<file path="src/rtl/fifo_pkg.sv">
// Shared defaults and helpers for the synchronous FIFO family.
package fifo_pkg;

  localparam int DEFAULT_DEPTH      = 8;
  localparam int DEFAULT_DATA_WIDTH = 8;

  // Encoding is {write accepted, read accepted}.
  typedef enum logic [1:0] {
    OP_IDLE  = 2'b00,
    OP_READ  = 2'b01,
    OP_WRITE = 2'b10,
    OP_BOTH  = 2'b11
  } fifo_op_e;

  // Occupancy needs one more bit than the pointers so that DEPTH itself fits.
  function automatic int cnt_width(input int depth);
    return $clog2(depth) + 1;
  endfunction

endpackage

</file>
<file path="src/rtl/fifo_mem.sv">
// Simple dual-port storage: synchronous write, synchronous enabled read, no reset.
module fifo_mem #(
  parameter int DEPTH      = 8,
  parameter int DATA_WIDTH = 8,
  parameter int ADDR_WIDTH = $clog2(DEPTH)
) (
  input  logic                  clk,
  input  logic                  we,
  input  logic [ADDR_WIDTH-1:0] waddr,
  input  logic [DATA_WIDTH-1:0] wdata,
  input  logic                  re,
  input  logic [ADDR_WIDTH-1:0] raddr,
  output logic [DATA_WIDTH-1:0] rdata
);

  logic [DATA_WIDTH-1:0] mem [DEPTH];

  always_ff @(posedge clk) begin
    if (we) mem[waddr] <= wdata;
  end

  // Read sees the pre-write contents, so a full FIFO reading and writing the same slot returns the old entry.
  always_ff @(posedge clk) begin
    if (re) rdata <= mem[raddr];
  end

endmodule

</file>
<file path="src/rtl/param_sync_fifo.sv">
// Parameterised single-clock FIFO: pointers, occupancy and status flags around a fifo_mem instance.
module param_sync_fifo
  import fifo_pkg::*;
#(
  parameter int DEPTH      = DEFAULT_DEPTH,
  parameter int DATA_WIDTH = DEFAULT_DATA_WIDTH,
  parameter int AF_LEVEL   = DEPTH - 2,
  parameter int AE_LEVEL   = 2
) (
  input  logic                        clk,
  input  logic                        rst,
  input  logic                        w_en,
  input  logic                        r_en,
  input  logic [DATA_WIDTH-1:0]       data_in,
  input  logic                        clr_err,
  output logic [DATA_WIDTH-1:0]       data_out,
  output logic                        full,
  output logic                        empty,
  output logic                        almost_full,
  output logic                        almost_empty,
  output logic [cnt_width(DEPTH)-1:0] count,
  output logic                        overflow,
  output logic                        underflow
);

  localparam int AW = $clog2(DEPTH);
  localparam int CW = cnt_width(DEPTH);
  localparam logic [CW-1:0] DEPTH_CNT = CW'(DEPTH);
  localparam logic [CW-1:0] AF_CNT    = CW'(AF_LEVEL);
  localparam logic [CW-1:0] AE_CNT    = CW'(AE_LEVEL);

  logic [AW-1:0]         wr_ptr;
  logic [AW-1:0]         rd_ptr;
  logic                  rd_acc;
  logic                  wr_acc;
  logic                  ovf_set;
  logic                  udf_set;
  logic                  rd_seen;
  logic [DATA_WIDTH-1:0] mem_rdata;
  fifo_op_e              op;

  assign full         = (count == DEPTH_CNT);
  assign empty        = (count == '0);
  assign almost_full  = (count >= AF_CNT);
  assign almost_empty = (count <= AE_CNT);

  // A read frees a slot in the same edge, so a full FIFO may still take a write alongside it.
  assign rd_acc  = r_en && !empty;
  assign wr_acc  = w_en && (!full || rd_acc);
  assign ovf_set = w_en && full && !r_en;
  assign udf_set = r_en && empty;
  assign op      = fifo_op_e'({wr_acc, rd_acc});

  always_ff @(posedge clk) begin
    if (rst) begin
      wr_ptr <= '0;
      rd_ptr <= '0;
      count  <= '0;
    end else begin
      if (wr_acc) wr_ptr <= wr_ptr + AW'(1);
      if (rd_acc) rd_ptr <= rd_ptr + AW'(1);
      case (op)
        OP_WRITE: count <= count + CW'(1);
        OP_READ:  count <= count - CW'(1);
        default:  count <= count;
      endcase
    end
  end

  // Storage has no reset, so data_out reads as zero until the first read after reset loads it.
  always_ff @(posedge clk) begin
    if (rst)         rd_seen <= 1'b0;
    else if (rd_acc) rd_seen <= 1'b1;
  end

  assign data_out = rd_seen ? mem_rdata : '0;

  always_ff @(posedge clk) begin
    if (rst) begin
      overflow  <= 1'b0;
      underflow <= 1'b0;
    end else begin
      if (ovf_set)      overflow  <= 1'b1;
      else if (clr_err) overflow  <= 1'b0;
      if (udf_set)      underflow <= 1'b1;
      else if (clr_err) underflow <= 1'b0;
    end
  end

  fifo_mem #(
    .DEPTH      (DEPTH),
    .DATA_WIDTH (DATA_WIDTH),
    .ADDR_WIDTH (AW)
  ) u_mem (
    .clk   (clk),
    .we    (wr_acc && !rst),
    .waddr (wr_ptr),
    .wdata (data_in),
    .re    (rd_acc && !rst),
    .raddr (rd_ptr),
    .rdata (mem_rdata)
  );

endmodule

</file>
<file path="config.mk">
export PLATFORM = sky130hd
export DESIGN_NAME = param_sync_fifo
export DESIGN_NICKNAME = d
export VERILOG_FILES = /design/src/rtl/fifo_pkg.sv /design/src/rtl/fifo_mem.sv /design/src/rtl/param_sync_fifo.sv
export SDC_FILE = /design/constraint.sdc
export NUM_CORES = 1
export LEC_CHECK = 0
export ABC_AREA = 1
export CORE_MARGIN = 2
export CORE_UTILIZATION = 44
export DETAILED_ROUTE_END_ITERATION = 16
export PLACE_DENSITY = 0.64
export SLEW_MARGIN = 20
export SYNTH_ARGS = -nofsm -noshare
export SYNTH_HDL_FRONTEND = slang
export SYNTH_HIERARCHICAL = 1
export SYNTH_SLANG_ARGS = --single-unit
</file>
<file path="constraint.sdc">
create_clock -name clk -period 2.39 [get_ports clk]
set_input_delay 0.717 -clock clk [delete_from_list [all_inputs] [get_ports clk]]
set_output_delay 0.717 -clock clk [all_outputs]
set_load 0.02 [all_outputs]
</file>
# After elaboration in Yosys (flattened, before gate mapping)
# Memory sizes are Yosys's and may differ from the RTL's. A register that Yosys moved wholly into a read port is not among the register bits.
# Index checks and enable logic that the tools add are counted.
dict set report op_classes {
  bitwise 0
  n_eq_ne 3
  reduce_logical 16
  add_sub_neg 4
  order_cmp 2
  div 0
  multipliers 0
  shift 0
  muxes 7
}
# op count
set ops {}
lappend ops {{8-bit 2-to-1 mux} 1}
lappend ops {{4-bit one-hot mux with 2 select lines} 1}
lappend ops {{1-bit logical AND} 7}
lappend ops {{3-bit by 1-bit adder with 3-bit output, second input constant} 2}
lappend ops {{2-bit nonzero test} 3}
lappend ops {{1-bit 2-to-1 mux} 5}
lappend ops {{4-bit by 1-bit adder with 4-bit output, second input constant} 1}
lappend ops {{4-bit equality test, second input constant} 1}
lappend ops {{4-bit by 3-bit >= comparator with 1-bit output, second input constant} 1}
lappend ops {{4-bit by 2-bit <= comparator with 1-bit output, second input constant} 1}
lappend ops {{1-bit zero test} 4}
lappend ops {{4-bit zero test} 1}
lappend ops {{4-bit by 1-bit subtractor with 4-bit output, second input constant} 1}
lappend ops {{2-bit by 1-bit equality test with 1-bit output, second input constant} 1}
lappend ops {{2-bit equality test, second input constant} 1}
lappend ops {{1-bit logical OR} 1}
dict set report totals {
  wordCells 39
  ram_bits 64
  reg_bits 13
  mem_bits_ro 0
  latch_bits 0
  memories 1
}
# name depth width rd rd_ports_with_merged_regs wr line_no
set memory_table {}
lappend memory_table {u_mem.mem 8 8 1 1 1 fifo_mem.sv:16} ;# logic [DATA_WIDTH-1:0] mem [DEPTH];

# Depth between registers and ports, before layout
dict set report depth {
  ltp_word 8
  depth_mapped 14
  depth_no_buf 14
}

# Hierarchy
# Netlist, hierarchy kept.
# mod seq_area_each_um2 area_per_inst_um2 instances cells_per_inst
set modules_own_cells {}
lappend modules_own_cells {fifo_mem 2162.1 3130.5 1 303}
lappend modules_own_cells {param_sync_fifo 260.2 824.5 1 121}

# Worst setup path after synthesis
# No wires, ideal clock.
dict set report synth_path {
  kind {register -> register}
  from {reg count[2]}
  to {mem u_mem.mem[1][0] (enable)}
  setup_ns 0.370
  required_ns 2.020
  n_path_buf 0
  arrival_ns 1.630
  path_slack_ns 0.390
  stages_incl_launch_ff 9
  synth_period_minus_slack_ns 2.000
  cell_sequence {dfxtp_1 inv_1 nand3_2 inv_2 nand2_2 nand2_4 nor2_1 nand2_1 nor2_1}
}
dict set report synth_via {
  word_cells_on_any_way 10
  classes_between {eq/ne: 1; mux: 2; reduce/logical: 7}
}
# element line_no
set synth_rtl {}
lappend synth_rtl {{start, declared} param_sync_fifo.sv:21} ;# output logic [cnt_width(DEPTH)-1:0] count,
lappend synth_rtl {{start signal, assigned} param_sync_fifo.sv:63} ;# OP_WRITE: count <= count + CW'(1);
lappend synth_rtl {{start signal, assigned} param_sync_fifo.sv:64} ;# OP_READ: count <= count - CW'(1);
lappend synth_rtl {{start signal, assigned} param_sync_fifo.sv:65} ;# default: count <= count;
lappend synth_rtl {{4-bit equality test} param_sync_fifo.sv:42} ;# assign full = (count == DEPTH_CNT);
lappend synth_rtl {{via full} param_sync_fifo.sv:17} ;# output logic full,
lappend synth_rtl {{1-bit zero test} param_sync_fifo.sv:49} ;# assign wr_acc = w_en && (!full || rd_acc);
lappend synth_rtl {{1-bit logical OR} param_sync_fifo.sv:49}
lappend synth_rtl {{1-bit logical AND} param_sync_fifo.sv:49}
lappend synth_rtl {{1-bit logical AND} param_sync_fifo.sv:96} ;# .we (wr_acc && !rst),
lappend synth_rtl {{1-bit 2-to-1 mux} fifo_mem.sv:19} ;# if (we) mem[waddr] <= wdata;
lappend synth_rtl {{1-bit 2-to-1 mux (implied by the code)} fifo_mem.sv:19}
lappend synth_rtl {{end, declared} fifo_mem.sv:16}
# The timed path passes the listed nets, and every way through them passes these cells.

# Final worst setup path
dict set report layout_path {
  from {reg count[3]}
  to {out almost_empty}
}
dict set report layout_via {
  elab_chain_cells 1
}
# element line_no
set layout_lines {}
lappend layout_lines {{4-bit by 2-bit <= comparator with 1-bit output} param_sync_fifo.sv:45} ;# assign almost_empty = (count <= AE_CNT);
lappend layout_lines {{end, declared} param_sync_fifo.sv:20} ;# output logic almost_empty,
# Every way passes these cells.

==> reports/qor.csv <==
metric;value;unit
status;completed;
hold_violations;0;
fp-row-count;34;
dp_hpwl;5.44;mm
die_w;98.8;um
postSynthCellCount;424;
cts_buffers;9;
end_kind;output port;
initial_core_util;45.4;%
wl;7.75;mm
cts_sinks;85;
post_cts_buffers;0;
multiInputGateArea;1060;sq um
drc;0;
cp.required;1670;ps
final_cell_mix;nand2_1, inv_1, edfxtp_1, nand3_1, clkdlybuf4s50_1;
via_per_inst;4.58;
synthesis.nets;440;
nFillCells;777;
drive_gt1_share;11.8;%
period_share;95.8;%
cts.clk_slew.worst_paths;90;ps
holdWs;472;ps
ioPinCount;31;
power.density;806;nW/um^2
yosysUniqueCellTypes;23;
root_buffer;clkbuf_8;
cap_viol_max_count;0;
stdcell_count;583;
max-vdd-ir-drop;0.325;mV
yosys_register_bits;85;
grt_pass1_vias;2514;
setup_viol;0;
diodes;0;
dp_cells;567;
hold_path.class;flop to flop;
antenna_left;0;
skew;13.1;ps
wl_per_cell;13.3;um
htreeDepth;3;
placed_cell_area;4410;sq um
path_max_fanout;6;
fin_ws;100;ps
finalMaxSlewViolations;0;
gp_congestion;0.842;
cp-start-kind;flop;
clock_latency;350;ps
timing.final.crit_period;2290;ps
die-area;9760;sq um
syn_area_per_cell;9.33;sq um
dr.pass1.iters;4;
layout_commonest_cell;nand2_1;
grtUsageTotal;17.0;%
leakage;2.18;nW
syn_to_final_growth;18.2;%
hold_buffers;0;
antenna_found_initial;0;
io_buffers;30;
grt_max_degree;33;
synthesis.area;3960;sq um
maxSlewHeadroom;55.9;%
vias;2670;
drt_iter0_markers;254;
criticalPathCategory;flop to output port;
design.final.nets;486;
seqCellArea;2430;sq um
clockBufferDepth;2;
grt_pass1_wl;12.8;mm
yosysSeqAreaShare;61.2;%
max_freq;437;MHz
setup_tns;0;ps
cts.repair.resized;2;
grt_overflow;0;
ys.warnings.count;6;
rsz0062_at_grt;false;
worst_slew_pin_slew;661;ps
die_h;98.8;um
coreArea;8720;sq um
cts_tree;yes;
pre_cts_slack;7.42;ps
arrival;1570;ps
postLayoutCellArea;4680;sq um
[kinds of logic after synthesis]
logic type      after synthesis  synth area share [%]
simple gates                211                  23.7
flops                        85                  61.2
buf+inv                     110                  12.1
fa+ha+maj                     3                 0.949
compound gates               15                  2.09
[through the flow]
| step | util (%) | total power, mW |
|---|---|---|
| final | 53.6 | 3.77 |
| after global routing | 53.6 | 3.97 |
| after CTS | 53.5 | 3.79 |
| after detailed placement | 50.6 | 2.60 |
| after global placement | 50.6 | 2.59 |
| after floorplan | - | 2.37 |
[synth_stat cells, drive strengths merged]
library cell	count	area, sq um
nand2	144	576
clkbuf	1	3.75
o21ai	6	30.0
nand4	3	18.8
nor2	23	101
edfxtp	72	2160
inv	98	373
dfxtp	13	260
a21oi	9	52.6
nand3	41	240
ha	3	37.5
buf	11	100
[final timing paths]
check                             start                        end  slack [ps]  cells past startpoint
setup / recovery  count[3]$_SDFFE_PP0P_               almost_empty         100                      4
hold / removal    overflow$_SDFFE_PP0P_      overflow$_SDFFE_PP0P_         470                      2
setup reg to reg  count[2]$_SDFFE_PP0P_  u_mem/mem[6][6]$_DFFE_PP_         520                      9
hold reg to reg   overflow$_SDFFE_PP0P_      overflow$_SDFFE_PP0P_         470                      2
[where the power goes]
| part | internal [mW] | switching (mW) | total (mW) | leakage, nW |
|---|---|---|---|---|
| sequential | 1.69 | 0.0818 | 1.77 | 0.760 |
| clock | 0.702 | 0.502 | 1.20 | 0.131 |
| combinational | 0.290 | 0.502 | 0.792 | 1.29 |
[critical path: stages (launching register included)]
cell	delay, ps
dfxtp_2	370
nor2_4	160
nand2_1	60
inv_1	50
clkdlybuf4s50_1	590
[cell type report]
type                    instances  area share, %
flip-flops and latches         85           51.9
inverters                      98           7.97
repair buffers                 47           9.15
well taps                     108           2.89
clock inverters                 3          0.937
clock buffers                  13           4.55
multi-input cells             229           22.6
[layer usage]
layer	wire (um)	share of wire [%]	vias up	global-route usage, %
li1	-	-	1401	-
met1	3880	50	1202	25.3
met2	3460	45	57	24.6
met3	297	3.8	10	3.97
met4	114	1.5	0	5.37
met5	0	0	-	0
[registers in the layout (all words and copies together), names as in the netlist]
signal       cells
rd_ptr           3
u_mem/rdata      8
rd_seen          1
u_mem/mem       64
wr_ptr           3
underflow        1
overflow         1
count            4
No activity file was read; power rests on OpenSTA's default activity.
